--- config.mk ---
export PLATFORM = sky130hd
export DESIGN_NAME = vme_regbank_pipe
export DESIGN_NICKNAME = d
export VERILOG_FILES = /design/src/rtl/vme_regbank_pkg.sv /design/src/rtl/vme_regbank_pipe_stage.sv /design/src/rtl/vme_regbank_pipe.sv
export SDC_FILE = /design/constraint.sdc
export NUM_CORES = 1
export LEC_CHECK = 0
export BUFFER_PORTS_ARGS = -buffer_cell sky130_fd_sc_hd__buf_2
export CORE_UTILIZATION = 48
export DETAILED_ROUTE_END_ITERATION = 7
export GPL_TIMING_DRIVEN = 0
export PLACE_DENSITY = 0.91
export SLEW_MARGIN = 20
export SYNTH_ARGS = -nofsm -noshare
export SYNTH_HDL_FRONTEND = slang
export SYNTH_SLANG_ARGS = --single-unit
--- constraint.sdc ---
create_clock -name Clk -period 1.85 [get_ports Clk]
set_clock_uncertainty 0.2 [all_clocks]
set_input_delay 0.0925 -clock Clk [delete_from_list [all_inputs] [get_ports Clk]]
set_output_delay 0.0925 -clock Clk [all_outputs]
set_load 0.01 [all_outputs]
--- src/rtl/vme_regbank_pkg.sv ---
// Shared constants and helpers for the VME register bank.
package vme_regbank_pkg;

    typedef enum logic {
        ACC_RW = 1'b0,
        ACC_RO = 1'b1
    } acc_e;

    // Smallest word-address width that covers n_regs registers (n_regs <= 64).
    function automatic int calc_addr_w(input int n_regs);
        int w;
        w = 1;
        for (int i = 1; i < 7; i++)
            if ((1 << w) < n_regs) w++;
        return w;
    endfunction

    function automatic int slice_lo(input int k, input int w);
        return k * w;
    endfunction

endpackage

--- src/rtl/vme_regbank_pipe_stage.sv ---
// Parametrised-width pipeline register with load enable and async active-low clear.
module vme_regbank_pipe_stage #(
    parameter int W = 1
) (
    input  logic         Clk,
    input  logic         Rst_n,
    input  logic         en,
    input  logic [W-1:0] d,
    output logic [W-1:0] q
);

    always_ff @(posedge Clk or negedge Rst_n) begin
        if (!Rst_n)  q <= '0;
        else if (en) q <= d;
    end

endmodule

--- src/rtl/vme_regbank_pipe.sv ---
// Parametrised VME register bank with optional write-input / read-output stages.
// Optional error outputs VMERdErr/VMEWrErr are enabled by defining VME_REGBANK_ERR_EN.
module vme_regbank_pipe
    import vme_regbank_pkg::*;
#(
    parameter int                       N_REGS      = 4,
    parameter int                       DATA_W      = 16,
    parameter int                       ADDR_W      = 2,
    parameter logic [N_REGS-1:0]        RO_MASK     = '0,
    parameter logic [N_REGS*DATA_W-1:0] RST_VAL     = '0,
    parameter int                       PIPE_WR_IN  = 1,
    parameter int                       PIPE_RD_OUT = 1
) (
    input  logic                       Clk,
    input  logic                       Rst_n,
    input  logic [ADDR_W:1]            VMEAddr,
    output logic [DATA_W-1:0]          VMERdData,
    input  logic [DATA_W-1:0]          VMEWrData,
    input  logic                       VMERdMem,
    input  logic                       VMEWrMem,
    output logic                       VMERdDone,
    output logic                       VMEWrDone,
`ifdef VME_REGBANK_ERR_EN
    output logic                       VMERdErr,
    output logic                       VMEWrErr,
`endif
    output logic [N_REGS*DATA_W-1:0]   regs_o,
    input  logic [N_REGS*DATA_W-1:0]   regs_i,
    output logic [N_REGS-1:0]          regs_wstb_o
);

    localparam int WS_W = 1 + ADDR_W + DATA_W;

    logic [WS_W-1:0]                 ws_d, ws_q;
    logic                            s0_vld;
    logic [ADDR_W-1:0]               s0_addr;
    logic [DATA_W-1:0]               s0_data;
    logic [N_REGS-1:0]               wr_hit;
    logic [N_REGS-1:0][DATA_W-1:0]   rw_q;
    logic                            wr_err_q;
    logic [DATA_W-1:0]               rd_mux;
    logic                            rd_mapped;
    logic                            rd_err;
    logic                            rd_err_q;

    // Write stage 0: either the raw bus or the bus delayed by one cycle.
    assign ws_d = {VMEWrMem, VMEAddr, VMEWrData};

    generate
        if (PIPE_WR_IN != 0) begin : g_wr_pipe
            vme_regbank_pipe_stage #(.W(WS_W)) u_wr_stage (
                .Clk   (Clk),
                .Rst_n (Rst_n),
                .en    (1'b1),
                .d     (ws_d),
                .q     (ws_q)
            );
        end else begin : g_wr_comb
            assign ws_q = ws_d;
        end
    endgenerate

    assign {s0_vld, s0_addr, s0_data} = ws_q;

    always_comb begin
        wr_hit = '0;
        for (int k = 0; k < N_REGS; k++)
            if (s0_vld && s0_addr == ADDR_W'(k) && acc_e'(RO_MASK[k]) == ACC_RW)
                wr_hit[k] = 1'b1;
    end

    // RO entries never see a hit, so they stay at zero and drop out in synthesis.
    always_ff @(posedge Clk or negedge Rst_n) begin
        if (!Rst_n) begin
            for (int k = 0; k < N_REGS; k++)
                rw_q[k] <= RO_MASK[k] ? '0 : RST_VAL[slice_lo(k, DATA_W) +: DATA_W];
        end else begin
            for (int k = 0; k < N_REGS; k++)
                if (wr_hit[k]) rw_q[k] <= s0_data;
        end
    end

    always_ff @(posedge Clk or negedge Rst_n) begin
        if (!Rst_n) begin
            regs_wstb_o <= '0;
            VMEWrDone   <= 1'b0;
            wr_err_q    <= 1'b0;
        end else begin
            regs_wstb_o <= wr_hit;
            VMEWrDone   <= s0_vld;
            wr_err_q    <= s0_vld & ~|wr_hit;
        end
    end

    assign regs_o = rw_q;

    always_comb begin
        rd_mux    = '0;
        rd_mapped = 1'b0;
        for (int k = 0; k < N_REGS; k++)
            if (VMEAddr == ADDR_W'(k)) begin
                rd_mapped = 1'b1;
                rd_mux    = RO_MASK[k] ? regs_i[slice_lo(k, DATA_W) +: DATA_W] : rw_q[k];
            end
    end

    assign rd_err = VMERdMem & ~rd_mapped;

    generate
        if (PIPE_RD_OUT != 0) begin : g_rd_pipe
            // Data only loads on a request so it holds between reads.
            vme_regbank_pipe_stage #(.W(DATA_W)) u_rd_data (
                .Clk   (Clk),
                .Rst_n (Rst_n),
                .en    (VMERdMem),
                .d     (rd_mux),
                .q     (VMERdData)
            );
            vme_regbank_pipe_stage #(.W(2)) u_rd_ack (
                .Clk   (Clk),
                .Rst_n (Rst_n),
                .en    (1'b1),
                .d     ({VMERdMem, rd_err}),
                .q     ({VMERdDone, rd_err_q})
            );
        end else begin : g_rd_comb
            assign VMERdData = VMERdMem ? rd_mux : '0;
            assign VMERdDone = VMERdMem;
            assign rd_err_q  = rd_err;
        end
    endgenerate

`ifdef VME_REGBANK_ERR_EN
    assign VMERdErr = rd_err_q;
    assign VMEWrErr = wr_err_q;
`else
    logic unused_err;
    assign unused_err = rd_err_q ^ wr_err_q;
`endif

endmodule

==> results.txt, run 1 <==
CP endpoint kind - flop
Core Area - 0.00826 mm²
Slew @ Worst Pin - 621 ps
Critical Path Source - g_wr_pipe.u_wr_stage.q[16]$_DFF_PN0_
H-tree levels - 3
RSZ-0062 raised after global routing - no
Final Critical Period - 1780 ps
Post-DP HPWL - 6340 µm
Crit path DAT - 1820 ps
Req. time, crit path - 1890 ps
Period utilization - 0.962
Via/cell ratio - 5.29
Setup WS post-layout - 70.6 ps
Clock Path Buffers - 2
Placement Setup Slack - -34.0 ps
Clock sinks - 105
Critical path class - flop to flop
Most common cell after layout, fill and taps aside - buf_2
Worst hold path class - input pin to async pin
Routed WL - 9510 µm
Worst Path Max Fanout - 10
FMAX - 562 MHz
CP top delay family - flip-flops
IO buf count - 107
Seq cells post-synth - 105
Worst-path clk slew - 90 ps
Worst hold margin - 51.0 ps
Slowest CP cell - dfrtp_1
Final Max Tran Viols - 0
Placed cells - 470
Status - finished clean
WP buf/inv - 1
Diode count - 0
Delay of the slowest critical-path stage - 470 ps
Pwr/cell area - 1050 mW/mm²
Latest clock arrival within the worst-skew pair - 370 ps
Post-route ant nets - 0
Worst VDD drop - 501 µV
Warnings, synthesis - 0
CP cell instances - nand3_2 > buf_2 > mux2_2
Die width - 94.4 µm
Num ports - 172
First-pass GRT wire length - 14700 µm
Area share of the largest cell type after synthesis - 0.641
Seq/Total Area, Yosys - 0.641
Synth top area cells - dfrtp_1 64%, mux2_2 20%, mux2i_1 3.9%, mux2_4 3.3%, a31oi_1 2.4%
CP Launch Type - flop
Post-synthesis net count - 343
Starting Density - 0.496
Initial antenna violation count - 0
Root Driver - clkbuf_8
DRC Markers - 0
Area growth, synth to finish - 26.9%
Layout cell share with drive strength beyond 1 - 0.546
Average size of a mapped cell - 15.9 µm²
Post-Layout Cell Count - 508
Worst r2r src - g_wr_pipe.u_wr_stage.q[16]$_DFF_PN0_
NumNets Final - 485
Die Y - 94.4 µm
Rows - 33
CTS Buf Count - 9
Mean routed wirelength per cell - 18.7 µm
Leakage - 2.47 nW
TritonRoute pass-1 iters - 4
Gp weighted congestion - 0.756
Syn Std Cell Area - 0.00410 mm²
First DRT Iteration DRCs - 88
Commonest cells after routing, fill and taps aside - 110 x buf_2, 105 x dfrtp_1, 71 x mux2_2
Post-synthesis cell count - 257
Setup violators final - 0
GR Overflow Total - 0
Largest net degree at the start of global routing - 57
Worst slew margin relative to its limit - 0.586
Fin. Hold Viols - 0
Fillers - 657
Die ar. - 0.00891 mm²
GRT Resource Usage Total - 0.227
Synth area leader - dfrtp_1
Max-cap violations - 0
Netlist cell types - 16
Vias in the first global route - 2820
TritonCTS clock tree - built
Via count - 2686
## path summary, 6_finish.rpt
kind / endpoint / slack, ps / cells past startpoint
max: regs_o[55]$_DFFE_PN0P_ / 70 / 3
min: g_wr_pipe.u_wr_stage.q[16]$_DFF_PN0_ / 50 / 2
max reg2reg: regs_o[55]$_DFFE_PN0P_ / 70 / 3
min reg2reg: VMEWrDone$_DFF_PN0_ / 330 / 0
max in group asynchronous: regs_o[55]$_DFFE_PN0P_ / 760 / 3
min in group Clk: g_wr_pipe.u_wr_stage.q[12]$_DFF_PN0_ / 160 / 2
## through the flow
stage	setup TNS, ps	total power (W)	instance area (µm²)	utilization
6_report	0	0.00546	5200	0.630
5_1_grt	0	0.00572	5200	0.630
4_1_cts	0	0.00550	5190	0.629
3_5_place_dp	-243	0.00420	4800	0.581
3_3_place_gp	-55480	0.00412	4760	0.577
2_1_floorplan	0	0.00361	4100	-
## worst reg2reg max path, cell delays in order, from the launching register on
cell and delay [ps]:
dfrtp_1 470, nand3_2 250, buf_2 350, mux2_2 390
## cell usage after synthesis
master    instances
mux2i_1          16
buf_6             2
buf_12            1
clkbuf_1          5
inv_1             3
buf_4             2
dfrtp_1         105
buf_2             6
o22ai_1          16
a31oi_1          16
mux2_2           71
nand3_2           1
mux2_4            9
nand2b_1          1
nand3b_2          2
nor3b_4           1
## where the power goes
group | leakage [nW] | internal, W | total, W | switching, W
clock | 0.0854 | 0.000522 | 0.00127 | 0.000752
combinational | 1.15 | 0.000670 | 0.00126 | 0.000591
sequential | 1.23 | 0.00266 | 0.00293 | 0.000270
## flip-flops by register name (all words and copies together) (netlist names)
name / count
VMEWrDone: 1
g_rd_pipe.u_rd_ack.q: 1
g_rd_pipe.u_rd_data.q: 16
g_wr_pipe.u_wr_stage.q: 19
regs_o: 64
regs_wstb_o: 4
## per-layer routing
metal	wire length (µm)	global-route usage	share of wire	vias to the layer above
li1	-	-	-	1222
met1	4070	0.290	0.43	1365
met2	4750	0.370	0.50	81
met3	477	0.0427	0.050	18
met4	220	0.113	0.023	0
met5	0	0	0	-
## area by class of cell
cell class                      count  area, µm²  area share
Sequential cell                   105       2630       0.505
Clock inverter                      4       30.0     0.00577
Tap cell                          105        131      0.0253
Multi-Input combinational cell    133       1350       0.260
Inverter                            3       11.3     0.00217
Clock buffer                       11        141      0.0272
Buffer                             16        113      0.0217
Timing Repair Buffer              131        795       0.153
## cell families after synthesis
group	Yosys count	synth area share
compound gates	32	0.0489
simple gates	5	0.0140
flops	105	0.641
buf+inv	19	0.0287
mux	96	0.267
## timing repair
item                                    in CTS  in global routing
hold buffers                                21                  0
endpoints found under the setup margin       9                  3
hold endpoints to repair                   131                  0
resized for setup                            0                  4
buffers inserted                             2                  0
(Power assumes the default switching activity.)
==> run 2, diff against run 1 <==
Settings changed: BUFFER_PORTS_ARGS -buffer_cell sky130_fd_sc_hd__buf_2 to not set, CORE_UTILIZATION 48 to 50, DONT_BUFFER_PORTS set to 1, PLACE_DENSITY 0.91 to 0.76.
==> run 2 against run 1 <==
  * The flow now finishes with violations (negative hold slack)
  * Core utilization down 3.8 points
  * Non-clock buffer count down 109
  * Critical path depth unchanged
  * Routed wire length down 8.2%
  * Sequential share of layout area up 6.3 points
  * Critical path type unchanged
  * Highest routed layer unchanged
==> results.txt, run 2 (synthesis gave the netlist of run 1 again) <==
Status - finished, violations left
Failing checks - negative hold slack
NumNets Final - 376
Worst-path clk slew - 100 ps
Gp weighted congestion - 0.756
Setup WS post-layout - 114 ps
H-tree levels - 3
Seq. cell area - 0.00263 mm²
PostCTS Resize Cnt - 0
RSZ-0062 raised after global routing - no
DRC Markers - 0
CP endpoint kind - flop
Die ar. - 0.00856 mm²
Fin Setup TNS - 0 ps
First DRT Iteration DRCs - 55
Routed WL - 8730 µm
Final Critical Period - 1740 ps
Area after DPL - 0.00423 mm²
Core Area - 0.00781 mm²
Layout cell share with drive strength beyond 1 - 0.383
Via/cell ratio - 5.68
First-pass GRT wire length - 13700 µm
Worst r2r src - g_wr_pipe.u_wr_stage.q[17]$_DFF_PN0_
Root Driver - clkbuf_8
Worst VDD drop - 675 µV
Diode count - 0
Pwr/cell area - 1100 mW/mm²
Area growth, synth to finish - 12.8%
Largest net degree at the start of global routing - 106
Final Max Tran Viols - 0
Worst Path Max Fanout - 10
FMAX - 576 MHz
Critical path class - flop to flop
Post-DP HPWL - 5840 µm
IO buf count - 0
Worst slew margin relative to its limit - 0.588
Post-route ant nets - 0
Vias in the first global route - 2402
Setup violators final - 0
Placement Setup Slack - -13.7 ps
Clock sinks - 105
Most common cell after layout, fill and taps aside - dfrtp_1
Multi-input gate area - 0.00135 mm²
Max-cap violations - 0
Commonest cells after routing, fill and taps aside - 105 x dfrtp_1, 71 x mux2_2, 20 x dlygate4sd3_1
Die Y - 92.5 µm
Clock Path Buffers - 2
Tot Pwr - 0.00508 W
Max FFs per register - 64
Via count - 2256
CTS Buf Count - 9
Starting Density - 0.525
Worst hold margin - -778 ps
Crit path DAT - 1780 ps
TritonCTS clock tree - built
Die width - 92.5 µm
Critical Path Source - g_wr_pipe.u_wr_stage.q[17]$_DFF_PN0_
Req. time, crit path - 1890 ps
Fin area - 0.00462 mm²
TritonRoute pass-1 iters - 4
Fin. Hold Viols - 105
Fillers - 605
GR Overflow Total - 0
Num ports - 172
Post-CTS Hold Fix Bufs - 20
Worst hold path class - input pin to async pin
Rows - 32
Latest clock arrival within the worst-skew pair - 350 ps
Slew @ Worst Pin - 618 ps
Initial antenna violation count - 0
GRT Resource Usage Total - 0.218
Period utilization - 0.938
CP Launch Type - flop
Mean routed wirelength per cell - 22.0 µm
Leakage - 2.02 nW
-- run 2: changes by cell type in the layout (fill, tap and decap cells not counted), sizes merged --
cell         before  now
inv               3    4
buf             119   13
clkbuf           18   14
clkinv            3    5
dlygate4sd3      21   20
-- run 2: worst max-delay path, stage by stage, from the launching register on --
cell,delay (ps)
dfrtp_1,460
nand3b_2,430
buf_6,260
mux2_2,280
-- run 2: repair_timing --
action | 4_1_cts | 5_1_grt
buffers inserted | 2 | 0
endpoints found under the hold margin | 131 | 105
setup endpoints to repair | 9 | 0
-- run 2: layout make-up --
cell class,instances,share of cell area
Clock buffer,9,0.0268
Timing Repair Buffer,22,0.0466
Inverter,3,0.00244
Tap cell,102,0.0276
Sequential cell,105,0.569
Multi-Input combinational cell,133,0.293
Clock inverter,7,0.0122
Buffer,16,0.0230
-- run 2: worst paths after layout --
path / endpoint / slack [ps] / cells past startpoint
max: regs_o[30]$_DFFE_PN0P_ / 110 / 3
min: regs_o[47]$_DFFE_PN0P_ / -780 / 0
max reg2reg: regs_o[30]$_DFFE_PN0P_ / 110 / 3
min reg2reg: VMEWrDone$_DFF_PN0_ / 320 / 0
max in group asynchronous: g_wr_pipe.u_wr_stage.q[9]$_DFF_PN0_ / 2090 / 0
min in group Clk: g_wr_pipe.u_wr_stage.q[12]$_DFF_PN0_ / 90 / 1
-- run 2: metrics by stage --
stage / utilization / std cells
global route: 0.592 / 397
CTS: 0.592 / 397
finish: 0.592 / 397
global placement: 0.541 / 359
floorplan: - / 257
detailed placement: 0.541 / 359
-- run 2: where the power goes --
part	switching (W)	internal, W	leakage [nW]
clock	0.000780	0.000501	0.0898
sequential	0.000508	0.00265	1.23
combinational	0.000222	0.000417	0.699
-- run 2: per-layer routing --
layer,track usage,vias up,routed length [µm],part of all wire
li1,-,1007,-,-
met1,0.268,1174,3580,0.41
met2,0.362,71,4500,0.51
met3,0.0821,4,592,0.068
met4,0.0534,0,62,0.0071
met5,0,-,0,0
==> run 3, diff against run 2 <==
Settings changed: RECOVER_POWER set to 100.
==> run 3 against run 2 <==
  * The run still ends with negative hold slack left
  * Non-clock buffer count did not move
  * Clock power barely moved
  * Core utilization fell by 0.38 points
  * Cell count did not move
  * Critical path depth did not move
  * Via count barely moved
  * Flip-flop and latch count did not move
  * Routed wire length barely moved
  * Global-route usage did not move
  * Hold slack barely moved
  * Count of clock-buffer cells in the layout did not move
  * Largest power group unchanged
==> results.txt, run 3 (synthesis gave the netlist of run 1 again) <==
TritonCTS clock tree - built
Metal2 WL - 4480 µm
Post-route ant nets - 0
Commonest cells after routing, fill and taps aside - 105 x dfrtp_1, 71 x mux2_2, 20 x dlygate4sd3_1
Area after DPL - 0.00423 mm²
Leakage - 2.01 nW
Req. time, crit path - 1890 ps
Tot Pwr - 0.00507 W
Worst Path Max Fanout - 10
Worst slew margin relative to its limit - 0.586
Mean routed wirelength per cell - 22.0 µm
Die ar. - 0.00856 mm²
Starting Density - 0.525
GRT Resource Usage Total - 0.218
Fin Setup TNS - 0 ps
RSZ-0062 raised after global routing - no
Die Y - 92.5 µm
Worst VDD drop - 674 µV
Fillers - 610
First DRT Iteration DRCs - 54
Max FFs per register - 64
Post-CTS Hold Fix Bufs - 20
Setup violators final - 0
Num ports - 172
CP endpoint kind - flop
Period utilization - 0.960
Setup WS post-layout - 73.1 ps
Worst hold path class - input pin to async pin
Via count - 2258
Most common cell after layout, fill and taps aside - dfrtp_1
Clock Path Buffers - 2
PostCTS Resize Cnt - 0
Wire length on met3 - 600 µm
Largest net degree at the start of global routing - 106
Pwr/cell area - 1110 mW/mm²
Max-cap violations - 0
Fin area - 0.00459 mm²
Rows - 32
Worst-path clk slew - 100 ps
Area growth, synth to finish - 12.0%
Initial antenna violation count - 0
Met1 WL - 3600 µm
Post-DP HPWL - 5840 µm
Crit path DAT - 1820 ps
CP Launch Type - flop
GR Overflow Total - 0
Final Critical Period - 1780 ps
Status - finished, violations left
Die width - 92.5 µm
Placement Setup Slack - -13.7 ps
Routed WL - 8740 µm
Final Max Tran Viols - 0
Critical Path Source - g_wr_pipe.u_wr_stage.q[17]$_DFF_PN0_
IO buf count - 0
Worst r2r src - g_wr_pipe.u_wr_stage.q[17]$_DFF_PN0_
TritonRoute pass-1 iters - 4
Vias in the first global route - 2402
First-pass GRT wire length - 13700 µm
Failing checks - negative hold slack
FMAX - 563 MHz
CTS Buf Count - 9
Highest metal used - met4
H-tree levels - 3
NumNets Final - 376
Fin. Hold Viols - 105
Core Area - 0.00781 mm²
Worst reg-to-reg setup slack - 70 ps
Diode count - 0
Latest clock arrival within the worst-skew pair - 350 ps
Gp weighted congestion - 0.756
Root Driver - clkbuf_8
DRC Markers - 0
Clock sinks - 105
Via/cell ratio - 5.69
Critical path class - flop to flop
Slew @ Worst Pin - 620 ps
Layout cell share with drive strength beyond 1 - 0.376
Worst hold margin - -778 ps
[run 3: critical path, cell delays in order (launching register included)]
cell and delay, ps:
dfrtp_1 460, nand3b_2 420, buf_4 300, mux2_2 290
[run 3: per-layer routing]
| layer | up-vias | GRT usage |
|---|---|---|
| li1 | 1006 | - |
| met1 | 1177 | 0.268 |
| met2 | 71 | 0.362 |
| met3 | 4 | 0.0821 |
| met4 | 0 | 0.0534 |
| met5 | - | 0 |
[run 3: layout make-up]
class                      count  area [µm²]  area share
timing repair buffer          22         208      0.0452
multi-input combinational    133        1350       0.295
inverter                       3        11.3     0.00245
sequential                   105        2630       0.572
tap                          102         128      0.0278
clock buffer                   9         124      0.0270
buffer                        16        83.8      0.0183
clock inverter                 7        56.3      0.0123
[run 3: through the flow]
| stage | std cells | util |
|---|---|---|
| 2_1_floorplan | 257 | - |
| 3_3_place_gp | 359 | 0.541 |
| 3_5_place_dp | 359 | 0.541 |
| 4_1_cts | 397 | 0.592 |
| 5_1_grt | 397 | 0.588 |
| 6_report | 397 | 0.588 |
[run 3: what timing repair did]
action / 4_1_cts / 5_1_grt
endpoints found under the hold margin: 131 / 105
endpoints found under the setup margin: 9 / 0
buffers inserted: 2 / 0
[run 3: final timing paths]
path                                                              to  cells past startpoint
worst max-delay path                          regs_o[30]$_DFFE_PN0P_                      3
worst min register to register                   VMEWrDone$_DFF_PN0_                      0
max in group asynchronous        g_wr_pipe.u_wr_stage.q[9]$_DFF_PN0_                      0
worst min-delay path                          regs_o[47]$_DFFE_PN0P_                      0
min in group Clk                g_wr_pipe.u_wr_stage.q[12]$_DFF_PN0_                      1
worst max register to register                regs_o[30]$_DFFE_PN0P_                      3
[run 3: power by group]
group	leakage [nW]	switching [W]	internal [W]
sequential	1.23	0.000508	0.00265
combinational	0.685	0.000221	0.000412
clock	0.0898	0.000777	0.000501
total	2.01	0.00151	0.00357
